### src/rtl/cob_timing_pkg.sv
// Shared constants and state encoding for the COB timing word transmitter.
// A word is a 2-bit type tag above an 8-bit payload.
package cob_timing_pkg;

   localparam int WORD_W    = 10;
   localparam int PAYLOAD_W = 8;

   localparam logic [1:0] TYPE_DATA = 2'b00;
   localparam logic [1:0] TYPE_SOF  = 2'b01;
   localparam logic [1:0] TYPE_EOF  = 2'b10;

   typedef enum logic [2:0] {
      ST_IDLE,
      ST_SOF,
      ST_DATA,
      ST_EOF,
      ST_GAP
   } state_e;

   function automatic logic [WORD_W-1:0] make_word(input logic [1:0]           word_type,
                                                   input logic [PAYLOAD_W-1:0] payload);
      return {word_type, payload};
   endfunction

endpackage

### src/rtl/cob_timing_tx.sv
// Serialises one timing request into SOF, four timestamp DATA words (MSB first)
// and an EOF carrying an XOR checksum, then enforces an idle gap before the next frame.
module cob_timing_tx
   import cob_timing_pkg::*;
#(
   parameter int GAP_CYCLES = 2
) (
   input  logic                 sysClk200,
   input  logic                 sysClk200Rst,
   input  logic                 reqValid,
   output logic                 reqReady,
   input  logic [7:0]           reqOpcode,
   input  logic [31:0]          reqTimestamp,
   output logic [WORD_W-1:0]    txData,
   output logic                 txDataEn,
   input  logic                 txReady,
   output logic                 busy,
   output logic [15:0]          frameCount
);

   // Last gap count value; unused when GAP_CYCLES is zero because GAP is skipped.
   localparam logic [3:0] GAP_LAST = (GAP_CYCLES > 0) ? 4'(GAP_CYCLES - 1) : 4'd0;

   state_e                 state_q, state_d;
   logic [1:0]             byte_idx_q, byte_idx_d;
   logic [3:0]             gap_cnt_q, gap_cnt_d;
   logic [PAYLOAD_W-1:0]   opcode_q, opcode_d;
   logic [31:0]            ts_q, ts_d;
   logic [15:0]            frame_count_q, frame_count_d;

   logic                   accept;
   logic                   xfer;
   logic                   tx_en;
   logic [WORD_W-1:0]      tx_word;
   logic [PAYLOAD_W-1:0]   data_byte;
   logic [PAYLOAD_W-1:0]   checksum;

   // Ready is masked during reset so nothing is accepted in the reset cycle itself.
   assign reqReady   = (state_q == ST_IDLE) && !sysClk200Rst;
   assign accept     = reqValid && reqReady;
   assign xfer       = tx_en && txReady;

   assign checksum   = opcode_q ^ ts_q[31:24] ^ ts_q[23:16] ^ ts_q[15:8] ^ ts_q[7:0];

   assign txData     = tx_word;
   assign txDataEn   = tx_en;
   assign busy       = (state_q != ST_IDLE);
   assign frameCount = frame_count_q;

   always_comb begin
      data_byte = '0;
      case (byte_idx_q)
         2'd0:    data_byte = ts_q[31:24];
         2'd1:    data_byte = ts_q[23:16];
         2'd2:    data_byte = ts_q[15:8];
         default: data_byte = ts_q[7:0];
      endcase
   end

   // Outputs depend only on registered state, so they stay stable across stalls.
   always_comb begin
      tx_en   = 1'b0;
      tx_word = '0;
      case (state_q)
         ST_SOF: begin
            tx_en   = 1'b1;
            tx_word = make_word(TYPE_SOF, opcode_q);
         end
         ST_DATA: begin
            tx_en   = 1'b1;
            tx_word = make_word(TYPE_DATA, data_byte);
         end
         ST_EOF: begin
            tx_en   = 1'b1;
            tx_word = make_word(TYPE_EOF, checksum);
         end
         default: begin
            tx_en   = 1'b0;
            tx_word = '0;
         end
      endcase
   end

   always_comb begin
      state_d       = state_q;
      byte_idx_d    = byte_idx_q;
      gap_cnt_d     = gap_cnt_q;
      opcode_d      = opcode_q;
      ts_d          = ts_q;
      frame_count_d = frame_count_q;
      case (state_q)
         ST_IDLE: begin
            if (accept) begin
               opcode_d   = reqOpcode;
               ts_d       = reqTimestamp;
               byte_idx_d = 2'd0;
               state_d    = ST_SOF;
            end
         end
         ST_SOF: begin
            if (xfer) begin
               state_d = ST_DATA;
            end
         end
         ST_DATA: begin
            // Index wraps 3 -> 0 on the last byte, ready for the next frame.
            if (xfer) begin
               byte_idx_d = byte_idx_q + 2'd1;
               if (byte_idx_q == 2'd3) begin
                  state_d = ST_EOF;
               end
            end
         end
         ST_EOF: begin
            if (xfer) begin
               frame_count_d = frame_count_q + 16'd1;
               gap_cnt_d     = 4'd0;
               state_d       = (GAP_CYCLES > 0) ? ST_GAP : ST_IDLE;
            end
         end
         ST_GAP: begin
            if (gap_cnt_q == GAP_LAST) begin
               state_d = ST_IDLE;
            end else begin
               gap_cnt_d = gap_cnt_q + 4'd1;
            end
         end
         default: begin
            state_d = ST_IDLE;
         end
      endcase
   end

   always_ff @(posedge sysClk200) begin
      if (sysClk200Rst) begin
         state_q       <= ST_IDLE;
         byte_idx_q    <= 2'd0;
         gap_cnt_q     <= 4'd0;
         opcode_q      <= '0;
         ts_q          <= '0;
         frame_count_q <= 16'd0;
      end else begin
         state_q       <= state_d;
         byte_idx_q    <= byte_idx_d;
         gap_cnt_q     <= gap_cnt_d;
         opcode_q      <= opcode_d;
         ts_q          <= ts_d;
         frame_count_q <= frame_count_d;
      end
   end

endmodule

### config.mk
export PLATFORM = sky130hd
export DESIGN_NAME = cob_timing_tx
export DESIGN_NICKNAME = d
export VERILOG_FILES = /design/src/rtl/cob_timing_pkg.sv /design/src/rtl/cob_timing_tx.sv
export SDC_FILE = /design/constraint.sdc
export NUM_CORES = 1
export LEC_CHECK = 0
export CORE_ASPECT_RATIO = 0.6
export CORE_MARGIN = 2
export CORE_UTILIZATION = 51
export CTS_CLUSTER_SIZE = 30
export DETAILED_ROUTE_END_ITERATION = 16
export PLACE_DENSITY = 0.8
export SLEW_MARGIN = 0
export SYNTH_ARGS = -nofsm -noshare
export SYNTH_HDL_FRONTEND = slang
export SYNTH_SLANG_ARGS = --single-unit
### constraint.sdc
create_clock -name sysClk200 -period 2 [get_ports sysClk200]
set_clock_uncertainty 0.05 [all_clocks]
set_input_delay 0.2 -clock sysClk200 [delete_from_list [all_inputs] [get_ports sysClk200]]
set_output_delay 0.2 -clock sysClk200 [all_outputs]
set_load 0.02 [all_outputs]
# --- Word level (Yosys, flattened, before mapping) ---
# Cells that the tools add are included.
# W data, S select, Z words.
classes:
  add_sub_neg: 3
  mul: 0
  div: 0
  n_lt_le_gt_ge: 0
  eq_ne: 15
  n_shift: 0
  mux: 16
  bitwise_logic: 4
  n_reduce_logical: 15
ops:
  columns: ["operator", "n"]
  rows:
  - ["$xor A8 B8 Y8", 4]
  - ["$pmux W10 S3", 1]
  - ["$pmux W8 S3", 1]
  - ["$mux W3", 6]
  - ["$add A16 B1 Y16 const B", 1]
  - ["$pmux W3 S5", 1]
  - ["$ne A2 B2 Y1 const B", 7]
  - ["$mux W4", 2]
  - ["$pmux W4 S2", 1]
  - ["$eq A3 B2 Y1 const B", 2]
  - ["$reduce_and A3 Y1", 2]
  - ["$reduce_and A6 Y1", 1]
  - ["$add A4 B1 Y4 const B", 1]
  - ["$eq A2 B2 Y1 const B", 2]
  - ["$eq A4 B1 Y1 const B", 1]
  - ["$mux W2", 2]
  - ["$pmux W2 S2", 1]
  - ["$reduce_and A2 Y1", 2]
  - ["$reduce_bool A2 Y1", 2]
  - ["$eq A3 B1 Y1 const B", 1]
  - ["$eq A3 B3 Y1 const B", 1]
  - ["$logic_and A1 B1 Y1", 3]
  - ["$logic_not A3 Y1", 1]
  - ["$reduce_bool A3 Y1", 1]
  - ["other kinds (6)", 6]
word_totals:
  register_bits: 65
  latch_bits: 0
  ramBits: 0
  romBits: 0
  inputBits: 44
  out_inout_bits: 29
  memories: 0

# --- Depth between registers and ports, before layout ---
# Gate-level depths: netlist of the first run.
logic_depth:
  depth_word: 6
  depth_mapped: 7

# --- Worst setup path before layout of the first run ---
# OpenSTA, ideal clock, no wires.
synth_timing:
  path_type: "reg-to-reg"
  from: "register state_q[2]"
  to: "register opcode_q[0]"
  setup_ns: 0.113
  arrival_time_ns: 1.624
  path_slack_ns: 0.214
  path_stages_with_launch: 7
  path_buffers: 2
  period_less_slack_ns: 1.786
  cell_sequence: "dfxtp_1 -> buf_2 -> nor4_2 -> nand2_1 -> clkbuf_1 -> nand3b_1 -> nand2_1"
synth_between:
  elab_chain_len: 4
synth_lines:
  columns: ["item", "line_no", "text"]
  rows:
  - ["start, declared", "cob_timing_tx.sv:24", "state_e state_q, state_d;"]
  - ["start signal, assigned", "cob_timing_tx.sv:143", "state_q <= state_d;"]
  - ["$logic_not A3 Y1", "cob_timing_tx.sv:39", "assign reqReady = (state_q == ST_IDLE) && !sysClk200Rst;"]
  - ["$logic_and A1 B1 Y1", "cob_timing_tx.sv:39", null]
  - ["via reqReady", "cob_timing_tx.sv:11", "output logic reqReady,"]
  - ["$logic_and A1 B1 Y1", "cob_timing_tx.sv:40", "assign accept = reqValid && reqReady;"]
  - ["$reduce_and A2 Y1 (no source line)", null, null]
  - ["end signal, assigned", "cob_timing_tx.sv:146", "opcode_q <= opcode_d;"]
  - ["end, declared", "cob_timing_tx.sv:27", "logic [PAYLOAD_W-1:0] opcode_q, opcode_d;"]
# The timed path passes the listed nets, and every way through them passes these cells.
# A chain may end at the register's enable or synchronous reset.

# --- Worst setup path after layout of the first run ---
layout_timing:
  from: "register byte_idx_q[0]"
  to: "output port txData[6]"
layout_between:
  elab_chain_len: 3
layout_lines:
  columns: ["item", "line_no", "text"]
  rows:
  - ["start, declared", "cob_timing_tx.sv:25", "logic [1:0] byte_idx_q, byte_idx_d;"]
  - ["start signal, assigned", "cob_timing_tx.sv:144", "byte_idx_q <= byte_idx_d;"]
  - ["$eq A2 B2 Y1, or another cell as far along", "cob_timing_tx.sv:52", "case (byte_idx_q)"]
  - ["$pmux W8 S3 (*)", "cob_timing_tx.sv:52", null]
  - ["$pmux W10 S3 (*)", "cob_timing_tx.sv:64", "case (state_q)"]
  - ["end, declared", "cob_timing_tx.sv:14", "output logic [WORD_W-1:0] txData,"]
# Mark *: on every way between the ends. The rest lies on a longest branch, timed or not.

==> metrics.md, run 1 <==
| Metric | Value |
|---|---|
| Most frequent cells in the layout | nand2_1, dfxtp_1, clkdlybuf4s50_1, buf_4, nand3b_1 |
| Setup CP Type | flop to output port |
| Via density | 5.38 |
| Syn. warnings | 0 |
| Gr ovfl total | 0 |
| Final antenna-violating net count | 0 |
| Post-Syn Instances | 421 |
| PnR worst setup slack | -0.0570 ns |
| CP peak stage delay | 0.39 ns |
| Rel. slew slack | 61.1% |
| Placed cell count | 600 |
| Port Buffers | 72 |
| Mapped Area | 0.00347 mm² |
| Fmax | 486 MHz |
| CTS root buf | clkbuf_16 |
| Die H | 67.9 µm |
| Cts hold-fix bufs | 0 |
| Failing checks | setup timing |
| Num CTS Buffers | 9 |
| Rows | 23 |
| CTS HTree Levels | 3 |
| Sequential area share after synthesis | 37.5% |
| RSZ-0062 raised after global routing | yes |
| Fin nets | 576 |
| Die area | 0.00750 mm² |
| Largest net degree at the start of global routing | 69 |
| Worst path slowest cell | a222oi_1 |
| Worst-margin pin slew | 0.584 ns |
| Drt pass-1 iters | 6 |
| Synth Net Count | 472 |
| DRC Markers | 0 |
| Worst Path Arrival | 1.81 ns |
| Syn-to-layout area delta | 42.4% |
| Most area-consuming cells after synthesis | dfxtp_1, nand2_1, nand3b_1 |
| Util after Layout | 74.6% |
| Top_reg_cell synth | dfxtp_1 |
| VDD IR-drop max | 801 µV |
| Post-Layout Cell Count | 617 |
| Hold Path Class | input port to flop |
| Clock Tree Buf Depth | 2 |
| EDFF count, synth | 0 |
| Syn avg cell area | 8.24 µm² |
| Layout cells sized above 1 | 19.8% |
| Max Transition Viols Final | 0 |
| Final setup fails | 5 |
| Top cell type's share of synthesized area | 37.5% |
| Via count | 3321 |
| Critical path peak fanout | 8 |
| Clock Sink Count | 65 |
| Commonest non-fill, non-tap cell in the layout | nand2_1 |
| Clk Latency, worst-skew pair | 0.34 ns |
| Initial DRC Count | 297 |
| Num ports | 73 |
| Post-synth cell types | 45 |
| Power per cell area | 827 mW/mm² |
| Initial Util | 52.4% |
| FILL cells | 507 |
| Max_cap viols | 0 |
| Ant. Diodes | 0 |
| LEAKAGE | 2.05 nW |
| CP Launch Type | flop |
| CTS tree | yes |
| Setup crit end kind | output port |
| Hold Violations, Final | 0 |
| Synth Register Bits | 65 |
| Die W | 110 µm |
| Worst Path Required | 1.75 ns |
| Reg clk slew, reported paths | 0.05 ns |
| Vias in the first global route | 3032 |
| Status | complete, but fails checks |
| Post-DP HPWL | 7.04 mm |
| Ys async rst share | 0% |
| Drt total wl | 10.0 mm |
| First-pass GRT wire length | 15.9 mm |
| Core area | 0.00662 mm² |
| Critical-path cell list | inv_4 -> ha_4 -> a222oi_1 -> o21ai_1 -> a32oi_1 -> nand2_1 -> buf_2 |
| GRT Util Overall | 27.9% |
| RD Place Congestion | 0.964 |
| Tmin final | 2.06 ns |
| DR WL/cell | 16.2 µm |
| Tcrit/Tclk final | 103% |
| Largest area contributor in the netlist | dfxtp_1 |
| Initial antenna violation count | 0 |
[logic make-up (layout without fill, tap and decap cells)]
kind of cell,after synthesis,count (layout),synth area share [%]
adders and majority gates,7,7,2.53
xor gates and xnor gates,35,35,8.84
muxes,9,9,2.92
buffers and inverters,35,144,4.44
AOI/OAI and AO/OA,44,44,8.84
DFF,65,65,37.5
and+or+nand+nor,226,226,34.9
[what timing repair did]
action,4_1_cts,5_1_grt
resized for setup,54,12
buffers inserted,1,0
cloned,0,0
endpoints found under the setup margin,13,9
pin swaps,6,12
[Yosys cell counts (all sizes together) (2+ instances only)]
master,number
o31ai,2
nor2b,2
buf,13
a32oi,8
nor2,16
nor3b,3
nand2b,2
and4,2
xnor2,28
nor4,3
nand4,5
nand3,9
a222oi,8
inv,4
mux2,9
or4,2
a21oi,13
o21ai,10
and2,2
xor2,7
ha,7
nor3,5
or3b,2
clkbuf,17
dfxtp,65
or3,3
nand2,117
a31o,2
nand3b,49
[state kept, by name (all words and copies together), names as in the netlist]
| signal | cells |
|---|---|
| frameCount | 16 |
| state_q | 3 |
| gap_cnt_q | 4 |
| byte_idx_q | 2 |
| ts_q | 32 |
| opcode_q | 8 |
[critical path: cells and delay by family, from the launching register on]
kind | cells | cell delay [ns]
buffers and inverters | 2 | 0.22
DFF | 1 | 0.35
and+or+nand+nor | 1 | 0.08
adders and majority gates | 1 | 0.19
AOI/OAI and AO/OA | 3 | 0.64
[area by class of cell]
class                           instances  area, µm²  share of cell area (%)
Timing Repair Buffer                  123       1080                    21.9
Inverter                                5       25.0                   0.507
Clock buffer                           11        243                    4.92
Tap cell                               87        109                    2.21
Clock inverter                          5        103                    2.08
Multi-Input combinational cell        321       2070                    41.9
Sequential cell                        65       1310                    26.5
[layer usage]
layer	vias to the layer above	wire, µm	GRT usage (%)	share of wire, %
met3	20	884	9.65	8.8
met2	137	3990	40.0	40
met5	-	0	0	0
met4	0	142	6.72	1.4
met1	1509	5000	40.3	50
li1	1655	-	-	-
[final timing paths]
path,from,to,slack (ns),cells past startpoint
setup reg to reg,state_q[1]$_SDFFE_PP0P_,frameCount[9]$_SDFFE_PP0P_,0.15,7
hold / removal,reqTimestamp[23],ts_q[23]$_SDFFE_PP0P_,0.35,3
hold reg to reg,frameCount[1]$_SDFFE_PP0P_,frameCount[1]$_SDFFE_PP0P_,0.44,2
setup / recovery,byte_idx_q[0]$_SDFFE_PP0P_,txData[6],-0.06,7
[stage by stage]
step	setup slack, ns	TNS, ns	cell area, µm²	total power, mW	hold WS [ns]
finish	-0.0570	-0.128	4940	4.08	0.346
CTS	-0.0751	-0.0949	4900	4.09	0.336
global placement	-0.170	-1.17	4550	2.26	0.426
detailed placement	-0.266	-1.58	4550	2.28	0.434
global route	-0.122	-0.847	4940	4.23	0.352
floorplan	0.214	0	3470	1.90	0.249
[where the power goes]
part / internal [mW] / total [mW] / switching, mW / leakage (nW)
clock network: 1.25 / 1.83 / 0.584 / 0.166
logic: 0.409 / 0.786 / 0.377 / 1.35
registers: 1.38 / 1.46 / 0.0835 / 0.532
(Power assumes the default switching activity.)
==> run 2, diff against run 1 <==
--- a/config.mk
+++ b/config.mk
@@ -10,6 +10,7 @@
 export CORE_UTILIZATION = 51
 export CTS_CLUSTER_SIZE = 30
 export DETAILED_ROUTE_END_ITERATION = 16
+export HOLD_SLACK_MARGIN = 0.1
 export PLACE_DENSITY = 0.8
 export SLEW_MARGIN = 0
 export SYNTH_ARGS = -nofsm -noshare
==> results of run 2 <==
No change in the layout: final DEF, timing and power equal those of run 1.
==> variant (settings of run 2) <==
Register the outputs `txData` and `txDataEn`; this adds one clock of latency there. The other outputs are not delayed to match.
--- a/src/rtl/cob_timing_tx.sv
+++ b/src/rtl/cob_timing_tx.sv
@@ -44,4 +44,6 @@
 
-   assign txData     = tx_word;
-   assign txDataEn   = tx_en;
+   always_ff @(posedge sysClk200) begin
+      txData   <= tx_word;
+      txDataEn <= tx_en;
+   end
    assign busy       = (state_q != ST_IDLE);
Behaviour: not the same (a bounded check fails within 4 cycles, from zero or initial values and one cycle with sysClk200Rst high).
==> variant against run 2 <==
Wire length is 2.3% lower; worst hold slack worse by 2.0 ps; area after synthesis grew 6.3%; sequential cell count is 11 higher; sequential power grew 18%; worst setup slack gained 240 ps; total power grew 2.1%; final area decreased by 2.4%; register-to-register slack improved by 30 ps; critical endpoint is now gap_cnt_q[1]$_SDFFE_PP0P_.
==> variant: results (changes against run 2) <==
largest_net_degree_at_the_start_of_global_routing: 66  # -4.3%
cp_slowest_cell: "or3b_2"
met2_usage_pct: 37.3  # -2.7 points
power_leakage_nw: 1.89  # -8.0%
met1_length_mm: 4.58  # -8.3%
synth_seq_area_share_pct: 41.3  # +3.7 points
grt_pass1_wl_mm: 15.9  # about the same
crit_path_max_cell_delay_ps: 450  # +60 ps
tightest_slew_ps: 579  # -4.34 ps
post_cts_resized: 2  # -96%
post_synth_main_area_contributors: "dfxtp_1 41%, nand3b_1 11%, nand2_1 11%, xnor2_1 6.7%, nand3_1 3.0%"
filler_cell_count: 532  # +4.9%
worstHoldPathType: "in -> reg"
synth_compound_gate_area_share_pct: 6.59  # -2.3 points
synthAdderAreaFrac_pct: 2.38  # -0.15 points
rr_worst_depth: 5  # -2
yosys.area_share.xor_xnor_pct: 8.08  # -0.76 points
cts.path.max_buffers: 2  # unchanged
post_drt_via_cell_ratio: 5.51  # +2.4%
r2r-end: "gap_cnt_q[1]$_SDFFE_PP0P_"
number_of_antenna_violations_at_the_first_check_in_global_routing: 0  # unchanged
dp_slack_ps: 60.8  # +326 ps
ys_async_sr_fraction_pct: 0  # unchanged
synth_common_cells: "110 x nand2_1, 76 x dfxtp_1, 56 x nand3b_1"
rrSetupSlack_ps: 180  # +30 ps
drive_gt1_share_pct: 9.14  # -11 points
status: "completed"
worst_r2r_startpoint: "gap_cnt_q[0]$_SDFFE_PP0P_"
detailroute.wirelength.met3_um: 903  # +2.1%
fin_nets: 561  # -2.6%
irDropWorstVdd_v: 0.000552  # -31%
cpLargestDelayFamily: "simple AND/OR/NAND/NOR gates"
met2WireLength_mm: 4.23  # +5.9%
cts_setup_buffers: 0  # -1
global_route.usage.met1_pct: 36.4  # -4.0 points
synth.area.mux_share_pct: 3.26  # +0.34 points
drt_first_iter_violations: 293  # -1.3%
met3_usage_in_global_routing_pct: 8.68  # -0.97 points
critical_path_peak_fanout: 5  # -3
synth.lib_cells_used.distinct: 35  # -22%
route.final.wire_length_mm: 9.79  # -2.3%
holdPathStages: 3  # unchanged
syn-num-nets: 498  # +5.5%
first_global_vias: 3196  # +5.4%
number_of_flip_flops_in_the_largest_register: 32  # unchanged
grt.total_usage_pct: 25.6  # -2.3 points
routabilityCongestion: 0.867  # -10%
root_buffer: "clkbuf_16"
place_hpwl_mm: 6.63  # -5.8%
-- variant: how the worst max path moves through the flow --
stage / start / end / slack [ps] / cells past startpoint
detailed placement: txReady / frameCount[10]$_SDFFE_PP0P_ / 60 / 6
CTS: gap_cnt_q[0]$_SDFFE_PP0P_ / gap_cnt_q[1]$_SDFFE_PP0P_ / 180 / 5
floorplan: frameCount[3]$_SDFFE_PP0P_ / frameCount[15]$_SDFFE_PP0P_ / 210 / 5
finish: gap_cnt_q[0]$_SDFFE_PP0P_ / gap_cnt_q[1]$_SDFFE_PP0P_ / 180 / 5
global route: gap_cnt_q[0]$_SDFFE_PP0P_ / gap_cnt_q[0]$_SDFFE_PP0P_ / 40 / 5
global placement: txReady / frameCount[15]$_SDFFE_PP0P_ / 90 / 5
-- variant: per-stage QoR --
step / std cells / power, mW / instance area [um2] / hold slack, ps / utilization, %
2_1_floorplan: 447 / 2.15 / 3690 / 249 / -
3_3_place_gp: 586 / 2.40 / 4490 / 414 / 65.9
3_5_place_dp: 586 / 2.42 / 4490 / 439 / 65.9
4_1_cts: 601 / 4.18 / 4820 / 338 / 70.6
5_1_grt: 601 / 4.32 / 4820 / 335 / 70.6
6_report: 601 / 4.17 / 4820 / 344 / 70.6
-- variant: worst register-to-register path: stages, from the launching register on --
cell     delay, ps
dfxtp_1        400
ha_1           190
or3b_2         450
a21oi_1        310
mux2i_1        230
nor2_1          50
-- variant: cell type report --
class	instances	share of cell area, %
well taps	87	2.26
clock inverters	4	1.51
multi-input cells	333	41.7
inverters	4	0.312
flip-flops and latches	76	31.6
repair buffers	86	17.4
clock buffers	11	5.25
-- variant: report_power, final --
part | switching, mW | internal (mW) | leakage, nW
registers | 0.107 | 1.63 | 0.621
logic | 0.321 | 0.347 | 1.11
clock network | 0.617 | 1.15 | 0.158
